**config.mk**
```make
export PLATFORM = sky130hd
export DESIGN_NAME = face_sequencer
export DESIGN_NICKNAME = d
export VERILOG_FILES = /design/src/rtl/shader_pkg.sv /design/src/rtl/face_fetcher.sv /design/src/rtl/face_sequencer.sv
export SDC_FILE = /design/constraint.sdc
export NUM_CORES = 1
export LEC_CHECK = 0
export CAP_MARGIN = 25
export CELL_PAD_IN_SITES_DETAIL_PLACEMENT = 1
export CELL_PAD_IN_SITES_GLOBAL_PLACEMENT = 2
export CORE_MARGIN = 1.5
export CORE_UTILIZATION = 28
export DETAILED_ROUTE_END_ITERATION = 8
export PLACE_DENSITY_LB_ADDON = 0.1
export SLEW_MARGIN = 15
export SYNTH_ARGS = -nofsm -noshare
export SYNTH_HDL_FRONTEND = slang
export SYNTH_SLANG_ARGS = --single-unit
```
**constraint.sdc**
```tcl
create_clock -name clk -period 2.7 [get_ports clk]
set_input_delay 0.54 -clock clk [delete_from_list [all_inputs] [get_ports clk]]
set_output_delay 0.54 -clock clk [all_outputs]
set_load 0.05 [all_outputs]
```
**src/rtl/shader_pkg.sv**
```systemverilog
// Shared types for the face sequencer: word offsets within a face record,
// the held face register layout, and the sequencer state encoding.
package shader_pkg;

  localparam int FACE_WORDS = 10;

  // Word order inside one 10-word face record in face memory.
  typedef enum logic [3:0] {
    W_V1X, W_V1Y, W_V1Z,
    W_V2X, W_V2Y, W_V2Z,
    W_V3X, W_V3Y, W_V3Z,
    W_COLOR
  } word_off_t;

  typedef struct packed {
    logic [15:0] v1x, v1y, v1z;
    logic [15:0] v2x, v2y, v2z;
    logic [15:0] v3x, v3y, v3z;
    logic [15:0] color;
  } face_t;

  typedef enum logic [2:0] {
    S_IDLE, S_FETCH, S_DRAIN, S_FIRE, S_WAIT, S_FIN
  } seq_state_t;

endpackage

```
**src/rtl/face_fetcher.sv**
```systemverilog
// Face-record fetcher.
//  While go is high, issues one read per cycle at base+k (k = 0..9) and
//  tracks each read through a MEM_LAT-deep valid/offset pipe so the
//  returning word lands in the matching field of the held face register.
// Ports:
//  clk, reset     clock, synchronous active-high reset (clears pipe + face)
//  go             fetch enable (high for exactly the 10 issue cycles)
//  base           word address of face record
//  mem_rd/addr    face-memory read strobe and address
//  mem_data       read data, valid MEM_LAT cycles after mem_rd
//  face           held face record
//  last           high on the issue cycle of the colour word
//  loaded         high on the cycle the colour word is captured
module face_fetcher
  import shader_pkg::*;
#(
  parameter int ADDR_W  = 12,
  parameter int MEM_LAT = 1
) (
  input  logic              clk,
  input  logic              reset,
  input  logic              go,
  input  logic [ADDR_W-1:0] base,
  output logic              mem_rd,
  output logic [ADDR_W-1:0] mem_addr,
  input  logic [15:0]       mem_data,
  output face_t             face,
  output logic              last,
  output logic              loaded
);

  word_off_t k;
  logic      [MEM_LAT:1] vld_pipe;
  word_off_t off_pipe [MEM_LAT:1];

  assign mem_rd   = go;
  assign mem_addr = base + {{(ADDR_W-4){1'b0}}, k};
  assign last     = go && (k == W_COLOR);
  assign loaded   = vld_pipe[MEM_LAT] && (off_pipe[MEM_LAT] == W_COLOR);

  always_ff @(posedge clk) begin
    if (reset) begin
      k <= W_V1X;
    end else if (go && !last) begin
      k <= word_off_t'(k + 4'd1);
    end else begin
      k <= W_V1X;
    end
  end

  // Reset flushes the pipe so reads still in flight are never captured.
  always_ff @(posedge clk) begin
    if (reset) begin
      vld_pipe <= '0;
      for (int i = 1; i <= MEM_LAT; i++) off_pipe[i] <= W_V1X;
    end else begin
      vld_pipe[1] <= go;
      off_pipe[1] <= k;
      for (int i = 2; i <= MEM_LAT; i++) begin
        vld_pipe[i] <= vld_pipe[i-1];
        off_pipe[i] <= off_pipe[i-1];
      end
    end
  end

  always_ff @(posedge clk) begin
    if (reset) begin
      face <= '0;
    end else if (vld_pipe[MEM_LAT]) begin
      case (off_pipe[MEM_LAT])
        W_V1X:   face.v1x   <= mem_data;
        W_V1Y:   face.v1y   <= mem_data;
        W_V1Z:   face.v1z   <= mem_data;
        W_V2X:   face.v2x   <= mem_data;
        W_V2Y:   face.v2y   <= mem_data;
        W_V2Z:   face.v2z   <= mem_data;
        W_V3X:   face.v3x   <= mem_data;
        W_V3Y:   face.v3y   <= mem_data;
        W_V3Z:   face.v3z   <= mem_data;
        default: face.color <= mem_data;
      endcase
    end
  end

endmodule

```
**src/rtl/face_sequencer.sv**
```systemverilog
// Frame-level shader scheduler.
//  On an accepted frame_start, walks faces 0..num_faces-1: fetches each
//  10-word record, pulses start, waits for a rising edge of done, then moves
//  on. frame_done pulses once at the end of the pass.
// Ports:
//  clk, reset            clock, synchronous active-high reset
//  frame_start/num_faces pass request and face count (sampled on accept)
//  mem_rd/mem_addr/data  face-memory read port
//  v1*..v3*, pixel_color held face to shader
//  start / done          shader start pulse / done level
//  busy, face_idx        pass in progress, current face
//  frame_done            end-of-pass pulse
//  overrun               sticky: frame_start seen while busy
module face_sequencer
  import shader_pkg::*;
#(
  parameter int ADDR_W  = 12,
  parameter int FACE_W  = 8,
  parameter int MEM_LAT = 1
) (
  input  logic              clk,
  input  logic              reset,
  input  logic              frame_start,
  input  logic [FACE_W-1:0] num_faces,
  output logic              mem_rd,
  output logic [ADDR_W-1:0] mem_addr,
  input  logic [15:0]       mem_data,
  output logic [15:0]       v1x, v1y, v1z,
  output logic [15:0]       v2x, v2y, v2z,
  output logic [15:0]       v3x, v3y, v3z,
  output logic [15:0]       pixel_color,
  output logic              start,
  input  logic              done,
  output logic              busy,
  output logic [FACE_W-1:0] face_idx,
  output logic              frame_done,
  output logic              overrun
);

  seq_state_t        state, state_nx;
  logic [FACE_W-1:0] count;
  logic [ADDR_W-1:0] base;
  logic              done_q;
  logic              done_rise, last_face, fetch_last, loaded;
  face_t             face;

  face_fetcher #(.ADDR_W(ADDR_W), .MEM_LAT(MEM_LAT)) u_fetch (
    .clk      (clk),
    .reset    (reset),
    .go       (state == S_FETCH),
    .base     (base),
    .mem_rd   (mem_rd),
    .mem_addr (mem_addr),
    .mem_data (mem_data),
    .face     (face),
    .last     (fetch_last),
    .loaded   (loaded)
  );

  assign {v1x, v1y, v1z} = {face.v1x, face.v1y, face.v1z};
  assign {v2x, v2y, v2z} = {face.v2x, face.v2y, face.v2z};
  assign {v3x, v3y, v3z} = {face.v3x, face.v3y, face.v3z};
  assign pixel_color     = face.color;

  // A done level already high when WAIT is entered must not count.
  assign done_rise = done && !done_q;
  assign last_face = ({1'b0, face_idx} + 1'b1) == {1'b0, count};
  assign busy      = (state != S_IDLE);

  always_comb begin
    state_nx   = state;
    start      = 1'b0;
    frame_done = 1'b0;
    case (state)
      S_IDLE:  if (frame_start) state_nx = (num_faces == '0) ? S_FIN : S_FETCH;
      S_FETCH: if (fetch_last) state_nx = S_DRAIN;
      S_DRAIN: if (loaded) state_nx = S_FIRE;
      S_FIRE: begin
        start    = 1'b1;
        state_nx = S_WAIT;
      end
      S_WAIT:  if (done_rise) state_nx = last_face ? S_FIN : S_FETCH;
      S_FIN: begin
        frame_done = 1'b1;
        state_nx   = S_IDLE;
      end
      default: state_nx = S_IDLE;
    endcase
  end

  always_ff @(posedge clk) begin
    if (reset) begin
      state    <= S_IDLE;
      count    <= '0;
      face_idx <= '0;
      base     <= '0;
      done_q   <= 1'b0;
      overrun  <= 1'b0;
    end else begin
      state  <= state_nx;
      done_q <= done;
      // FIN still counts as busy, so a same-cycle frame_start is flagged.
      if (frame_start && busy) overrun <= 1'b1;
      if (state == S_IDLE && frame_start) begin
        count    <= num_faces;
        face_idx <= '0;
        base     <= '0;
      end else if (state == S_WAIT && done_rise && !last_face) begin
        face_idx <= face_idx + 1'b1;
        base     <= base + ADDR_W'(FACE_WORDS);
      end
    end
  end

endmodule

```
Word level (Yosys, flattened, before mapping)
Memories as Yosys holds them, arrays and structs flattened. Cells that the tools add are included.

Add/subtract/negate cells: 5. Bitwise operators: 3. Equality and inequality tests: 20. Reductions and logical operators: 29. Mux-type cells: 13.

Operators by type and width (number): AND reduction 2 bit (10); two-way mux 3 bit (6); == test 4 x 3 -> 1 bit, second input constant (4); case mux 3 bit (5 select lines) (1); adder 12 x 4 -> 12 bit (1); adder 12 x 4 -> 12 bit, second input constant (1); == test 4 bit, second input constant (3); adder 8 x 1 -> 9 bit, second input constant (1); == test 9 x 8 -> 1 bit (1); OR reduction 9 bit (1); adder 8 x 1 -> 8 bit, second input constant (1); == test 4 x 2 -> 1 bit, second input constant (2); logical AND 1 bit (8); logical NOT 8 bit (1); inequality test 2 bit, second input constant (4); == test 3 x 2 -> 1 bit, second input constant (2); == test 3 bit, second input constant (2); two-way mux 1 bit (5); adder 4 x 1 -> 4 bit, second input constant (1); == test 4 x 1 -> 1 bit, second input constant (1); logical NOT 4 bit (1); two-way mux 4 bit (1); AND reduction 4 bit (1); OR reduction 2 bit (2); 6 further kinds (9).

Input bits: 28. Memories kept: 1. Word-level logic and storage cells: 89. Output and inout bits: 185. RAM bits: 4. Bits in registers: 198.

Memories: u_fetch.off_pipe (words 1, bits a word 4, read ports 1, clocked after memory_dff 0, wr ports 1, RTL line face_fetcher.sv:34) `word_off_t off_pipe [MEM_LAT:1];`.

Logic depth before layout (Yosys ltp)
Gate-level depths: netlist of the first run.

Word-level depth: 6. Mapped depth: 9. Gate-level depth less buffers: 7.

By module
From an unflattened synthesis of the first run, not the netlist that was laid out.

Cell total of the unflattened synthesis: 990. Area, all modules: 8102.8 um^2.

By module, submodules not included: face_fetcher (sequential area each 3383.2 um^2, instances 1, cells each 761, area each 6286.0 um^2); face_sequencer (sequential area each 640.6 um^2, instances 1, cells each 229, area each 1816.7 um^2).

Least setup slack after synthesis of the first run
OpenSTA, ideal clock, no wires.

Path type: register to output. From: register base[1]. To: output mem_addr[11]. Data required time: 2.160 ns. Arrival: 2.216 ns. Cell stages (with the launch flop): 8. Buffers on the path: 0. Slack: -0.056 ns. Cell sequence: dfxtp_1 ha_1 inv_1 fa_1 nor2b_1 o21a_1 nand4_1 xnor2_1.

Word-level cells in the longest chain between the ends: 1.

Ends and longest elaborated chain: from (decl) (RTL line face_sequencer.sv:42) `logic [ADDR_W-1:0] base;`; from (signal assigned) (RTL line face_sequencer.sv:110) `base <= base + ADDR_W'(FACE_WORDS);`; adder 12 x 4 -> 12 bit (RTL line face_fetcher.sv:37) `assign mem_addr = base + {{(ADDR_W-4){1'b0}}, k};`; to (decl) (RTL line face_sequencer.sv:26) `output logic [ADDR_W-1:0] mem_addr,`.

Every way passes these cells.

Worst setup path in the final report of the first run
Same ends and word-level chain as after synthesis.

==> flow_summary.json, run 1 <==
{
  "grt_usage_pct": 19.45,
  "setup_viol": 2,
  "grt_max_degree": 82,
  "coreArea_sq_um": 28550,
  "crit_path_max_fanout": 3,
  "grt_pass1_wl_microns": 45680,
  "overflow": 0,
  "regToRegStartpoint": "face_idx[0]$_SDFFE_PP0P_",
  "worst_pin_slew_ns": 0.8216,
  "violations": "setup timing",
  "avgViaCountPerCell": 4.710,
  "n_fill_cell": 3384,
  "antenna_found_initial": 0,
  "ios": 213,
  "cts_tree": "done",
  "syn_to_final_growth_pct": 43.49,
  "vias": 7540,
  "gp_congestion": 0.8023,
  "required_ns": 2.16,
  "die_x_microns": 173.1,
  "dr.pass1.iters": 4,
  "hold_start": "u_fetch.face[81]$_SDFFE_PP0P_",
  "status": "finished, violations left",
  "layout_common_cells": "nand2_1 (341), clkdlybuf4s50_1 (198), dfxtp_1 (195)",
  "drive_above_1_share_pct": 9.696,
  "hold_viol": 0,
  "drt-total-wl_microns": 29790,
  "final_common_cell": "nand2_1",
  "end_kind": "primary output",
  "ant_nets": 0,
  "clock_skew_ns": 0.01006,
  "p_total_mw": 6.755,
  "clk_path_buf_depth": 3,
  "cts_made_buffers": 24,
  "clk_pin_slew_ns": 0.06,
  "fin_crit_ns": 2.728,
  "nets": 1235,
  "ys_seq_elements": 201,
  "synthArstFlopShare_pct": 0,
  "clk_latency_ns": 0.51,
  "max-vdd-ir-drop_mv": 0.3447,
  "fin_crit_sh_pct": 101.1,
  "synth_edf_count": 0,
  "synth_flop_cell": "dfxtp_1",
  "drt_iter0_markers": 300,
  "register_area_sq_um": 4031,
  "crit_start": "base[1]$_SDFFE_PP0P_",
  "clock_sinks": 201,
  "hpwl_microns": 20360,
  "diodes": 0,
  "rows": 62,
  "io_buffers": 212,
  "p_leak_nw": 4.036,
  "crit_type": "register to primary output",
  "multi_input_area_sq_um": 3826,
  "synth_cell_type_count": 57,
  "grt_pass1_vias": 7559,
  "setup_ws_ns": -0.02844,
  "worst_ep_arrival_time_ns": 2.19,
  "postPlaceCellArea_sq_um": 10660,
  "worst_r2r_endpoint": "base[2]$_SDFFE_PP0P_",
  "relSlewSlack_pct": 45.06,
  "hold_depth": 2,
  "reg2regPathDepth": 8,
  "htreeDepth": 1,
  "maxCapViolCount": 0,
  "report.final.slew_viol_count": 0,
  "rsz0062_at_grt": "true",
  "design.die.area_sq_um": 29960,
  "fmax_mhz": 366.5,
  "p_per_area_nw_per_um2": 581.3,
  "ys_seq_area_share_pct": 49.68,
  "rrSetupSlack_ns": 0.26,
  "synth_area_per_cell_sq_um": 8.019,
  "synth_nets": 1046,
  "fin_area_sq_um": 11620,
  "post_drt_wl_per_cell_microns": 18.61,
  "hold_end": "u_fetch.face[81]$_SDFFE_PP0P_",
  "critPathLaunchType": "register",
  "cts_root_buffer": "clkbuf_16",
  "hold_class": "register to register",
  "yosysWarnings": 0,
  "start_util_pct": 28.37,
  "dieHeight_microns": 173.1,
  "fin_util_pct": 40.71,
  "drc": 0,
  "synthCells": 1010,
  "syn_area_sq_um": 8099
}
## report_power, final
part	leakage, nW	switching [mW]	internal, mW	total [mW]
Sequential	1.63	0.0254	3.00	3.02
Clock	0.405	1.28	2.00	3.28
Combinational	2.01	0.315	0.136	0.451
Total	4.04	1.62	5.13	6.76
## state kept, by name (all words and copies together), names as in the netlist
signal,count
u_fetch.face,160
u_fetch.vld_pipe,1
face_idx,8
base,11
done_q,1
u_fetch.k,4
count,8
u_fetch.off_pipe,4
overrun,1
state,3
## final cells by class
cell class / instances / area share (%)
repair buffers: 242 / 20.99
clock buffers: 38 / 6.492
flip-flops and latches: 201 / 34.69
well taps: 384 / 4.134
inverters: 9 / 0.2907
clock inverters: 6 / 0.4737
multi-input cells: 721 / 32.92
## stage by stage
stage	setup WS (ns)	TNS [ns]	hold slack, ns	cells
after CTS	-0.1345	-0.2455	0.4544	1599
after detailed placement	0.2020	0	0.4458	1550
final	-0.02844	-0.03144	0.4521	1601
after global placement	0.2450	0	0.4408	1550
after floorplan	0.005085	0	0.4394	1010
after global routing	-0.1699	-0.6095	0.4685	1601
## cell families (layout without fill, tap and decap cells)
logic type      count (synthesis)  in the layout  synth area share (%)
fa+ha+maj                       8              8                 1.329
mux                            33             33                 4.079
xor+xnor                       16             16                 1.730
compound gates                201            201                 14.54
simple gates                  463            463                 24.22
buf+inv                        88            295                 4.418
flops                         201            201                 49.68
## synthesized netlist by cell type (all sizes together) (9+ instances only)
cell | number | area [sq um]
or3 | 16 | 100.1
buf | 9 | 60.05
nor2 | 40 | 150.1
dfxtp | 201 | 4024
nor2b | 9 | 56.30
mux2i | 33 | 330.3
a21oi | 162 | 822.0
clkbuf | 70 | 264.0
nand2 | 342 | 1284
inv | 9 | 33.78
xnor2 | 11 | 96.34
nand3 | 10 | 55.05
## routing by layer
layer	GRT usage [%]	routed length, microns	vias up
met5	0	0	-
met2	32.44	13850	153
li1	-	-	3722
met4	3.587	379	0
met1	24.84	13370	3633
met3	6.135	2182	32
## how the worst max path moves through the flow
stage          slack [ns]  cells past startpoint               endpoint
3_3_place_gp         0.25                      8           mem_addr[11]
2_1_floorplan       0.005                      7            mem_addr[9]
3_5_place_dp         0.20                      7  base[11]$_SDFFE_PP0P_
6_report            -0.03                      8           mem_addr[11]
5_1_grt             -0.17                      8           mem_addr[11]
4_1_cts             -0.13                      8           mem_addr[11]
## timing repair
item / CTS / global route
buffers inserted: 5 / 2
setup endpoints to repair: 10 / 14
cloned: 0 / 0
pin swaps: 4 / 3
resized for setup: 18 / 8
hold buffers: 0 / 0
hold endpoints to repair: 0 / 0
## critical path, stage by stage, from the launching register on
cell and delay, ns:
dfxtp_2 0.35, ha_4 0.14, inv_2 0.03, fa_2 0.34, nor2b_2 0.13, o21a_2 0.16
nand4_1 0.15, xnor2_2 0.22, buf_12 0.16
Note: power is estimated with default switching activity, not from simulation.
==> inputs of run 2 (changes only) <==
--- a/config.mk
+++ b/config.mk
@@ -10,6 +10,7 @@
 export CELL_PAD_IN_SITES_GLOBAL_PLACEMENT = 2
 export CORE_MARGIN = 1.5
 export CORE_UTILIZATION = 28
+export CTS_CLUSTER_DIAMETER = 40
 export DETAILED_ROUTE_END_ITERATION = 8
 export PLACE_DENSITY_LB_ADDON = 0.1
 export SLEW_MARGIN = 15
==> run 2 against run 1 <==
The flow still finishes with violations (setup timing); wire length is 1.4% higher; clock skew rose by 0.019 ns; non-clock buffer count decreased by 1; final area is 4.2% higher; first-iteration DRC count is 4.3% lower; via count increased by 1.1%; critical path depth stayed put; sequential power is essentially flat; fmax is 0.33% lower; combinational power hardly changed; total power grew 26%; critical endpoint unchanged; largest cell class unchanged.
==> flow_summary.json, run 2 (same netlist as run 1, synthesis figures left out) <==
{
  "clock_skew_ns": 0.02914,
  "crit_path_max_fanout": 3,
  "clock_sinks": 201,
  "seqPwrFrac_pct": 35.7,
  "critPathLaunchType": "register",
  "vias": 7623,
  "worst_pin_slew_ns": 0.7874,
  "hpwl_microns": 20360,
  "io_buffers": 212,
  "cp_slowest_stage_delay_ns": 0.35,
  "rows": 62,
  "start_util_pct": 28.37,
  "setup_ws_ns": -0.03740,
  "die_x_microns": 173.1,
  "instances_no_fill": 1619,
  "coreArea_sq_um": 28550,
  "p_total_mw": 8.479,
  "top_regs": "u_fetch.face x160, base x11",
  "p_switching_mw": 1.889,
  "path_cells": "ha_4 > inv_2 > fa_2 > nor2b_2 > o21a_2 > nand4_1 > xnor2_2 > buf_12",
  "postPlaceCellArea_sq_um": 10660,
  "max-vdd-ir-drop_mv": 0.4074,
  "grt_pass1_wl_microns": 46510,
  "holdWs_ns": 0.4506,
  "dieHeight_microns": 173.1,
  "worst_ep_arrival_time_ns": 2.20,
  "placedCellCount": 1550,
  "drive_above_1_share_pct": 10.77,
  "regToRegStartpoint": "face_idx[0]$_SDFFE_PP0P_",
  "clk_latency_ns": 0.51,
  "regMostFlops": "u_fetch.face",
  "avgViaCountPerCell": 4.708,
  "ant_nets": 0,
  "required_ns": 2.16,
  "worst_r2r_endpoint": "base[11]$_SDFFE_PP0P_",
  "hold_class": "register to register",
  "hold_end": "u_fetch.face[81]$_SDFFE_PP0P_",
  "report.final.slew_viol_count": 0,
  "design.die.area_sq_um": 29960,
  "holdBufCountCts": 0,
  "sw_frac_of_total_pct": 22.28,
  "cts_root_buffer": "clkbuf_16",
  "crit_type": "register to primary output",
  "cts_tree": "done",
  "fmax_mhz": 365.3,
  "fin_crit_sh_pct": 101.4,
  "hold_start": "u_fetch.face[81]$_SDFFE_PP0P_",
  "post_drt_wl_per_cell_microns": 18.66,
  "clkPwrFrac_pct": 58.9,
  "clk_path_buf_depth": 3,
  "drt_iter0_markers": 287,
  "dr.pass1.iters": 6,
  "diodes": 0,
  "ios": 213,
  "grt_pass1_vias": 7797,
  "overflow": 0,
  "syn_to_final_growth_pct": 49.50,
  "p_per_area_nw_per_um2": 700.3,
  "rrSetupSlack_ns": 0.24,
  "status": "finished, violations left",
  "hold_viol": 0,
  "p_leak_nw": 4.244,
  "nets": 1248,
  "internal-power_mw": 6.589,
  "grt_max_degree": 82,
  "largest_reg_flops": 160,
  "end_kind": "primary output",
  "gp_congestion": 0.8023,
  "grt_usage_pct": 19.86,
  "crit_path_top_delay_cell": "dfxtp_2",
  "clk_pin_slew_ns": 0.05,
  "fin_crit_ns": 2.737,
  "hold_depth": 2,
  "rsz0062_at_grt": "true",
  "violations": "setup timing",
  "final_common_cell": "nand2_1",
  "antenna_found_initial": 0,
  "maxCapViolCount": 0,
  "fin_area_sq_um": 12110,
  "drc": 0,
  "relSlewSlack_pct": 47.34,
  "reg2regPathDepth": 7,
  "layout_common_cells": "nand2_1 (342), clkdlybuf4s50_1 (198), dfxtp_1 (195)",
  "pwr-share-comb_pct": 5.3,
  "cts_made_buffers": 38,
  "drt-total-wl_microns": 30220,
  "setup_viol": 2,
  "htreeDepth": 2
}
[run 2: metal layers]
layer | track usage, % | part of all wire (%) | routed length, microns
met1 | 24.96 | 45 | 13720
met2 | 32.91 | 46 | 13890
met3 | 6.574 | 7.0 | 2123
met4 | 4.493 | 1.6 | 487
met5 | 0.6410 | 0 | 0
[run 2: timing repair]
item | 4_1_cts | 5_1_grt
setup endpoints to repair | 10 | 11
buffers inserted | 5 | 1
resized for setup | 14 | 8
pin swaps | 5 | 4
[run 2: final cells by class]
class | count | area, sq um
fill | 3362 | 16440
sequential | 201 | 4034
multi-input combinational | 721 | 3795
timing repair buffer | 241 | 2436
clock buffer | 46 | 1032
tap | 384 | 480.5
clock inverter | 17 | 296.5
inverter | 9 | 33.78
[run 2: power groups by stage]
stage | Sequential [mW] | Combinational (mW) | Clock [mW]
3_3_place_gp | 3.09 | 0.459 | 0
4_1_cts | 3.03 | 0.462 | 5.11
3_5_place_dp | 3.09 | 0.458 | 0
5_1_grt | 3.03 | 0.485 | 5.26
2_1_floorplan | 3.13 | 0.210 | 0
6_report | 3.03 | 0.453 | 5.00
[run 2: worst max path at each step]
| stage | startpoint | endpoint | cells after the start |
|---|---|---|---|
| 6_report | base[1]$_SDFFE_PP0P_ | mem_addr[11] | 8 |
| 5_1_grt | base[1]$_SDFFE_PP0P_ | mem_addr[11] | 8 |
| 4_1_cts | u_fetch.k[1]$_SDFF_PP0_ | mem_addr[11] | 8 |
| 3_5_place_dp | face_idx[0]$_SDFFE_PP0P_ | base[11]$_SDFFE_PP0P_ | 7 |
| 3_3_place_gp | base[1]$_SDFFE_PP0P_ | mem_addr[11] | 8 |
| 2_1_floorplan | base[1]$_SDFFE_PP0P_ | mem_addr[9] | 7 |
[run 2: critical path: cells and delay by family, from the launching register on]
family / cells / cell delay (ns)
adder cells (fa/ha/maj): 2 / 0.49
flip-flops: 1 / 0.35
AND/OR/NAND/NOR: 2 / 0.29
XOR/XNOR: 1 / 0.21
buffers and inverters: 2 / 0.19
AO/OA/AOI/OAI: 1 / 0.18
[run 2: through the flow]
| step | setup slack [ns] | util [%] | setup TNS [ns] |
|---|---|---|---|
| after global routing | -0.1724 | 42.41 | -0.5973 |
| after floorplan | 0.005085 | - | 0 |
| after detailed placement | 0.2020 | 37.36 | 0 |
| after CTS | -0.1710 | 42.32 | -0.3822 |
| after global placement | 0.2450 | 37.36 | 0 |
| final | -0.03740 | 42.41 | -0.04766 |
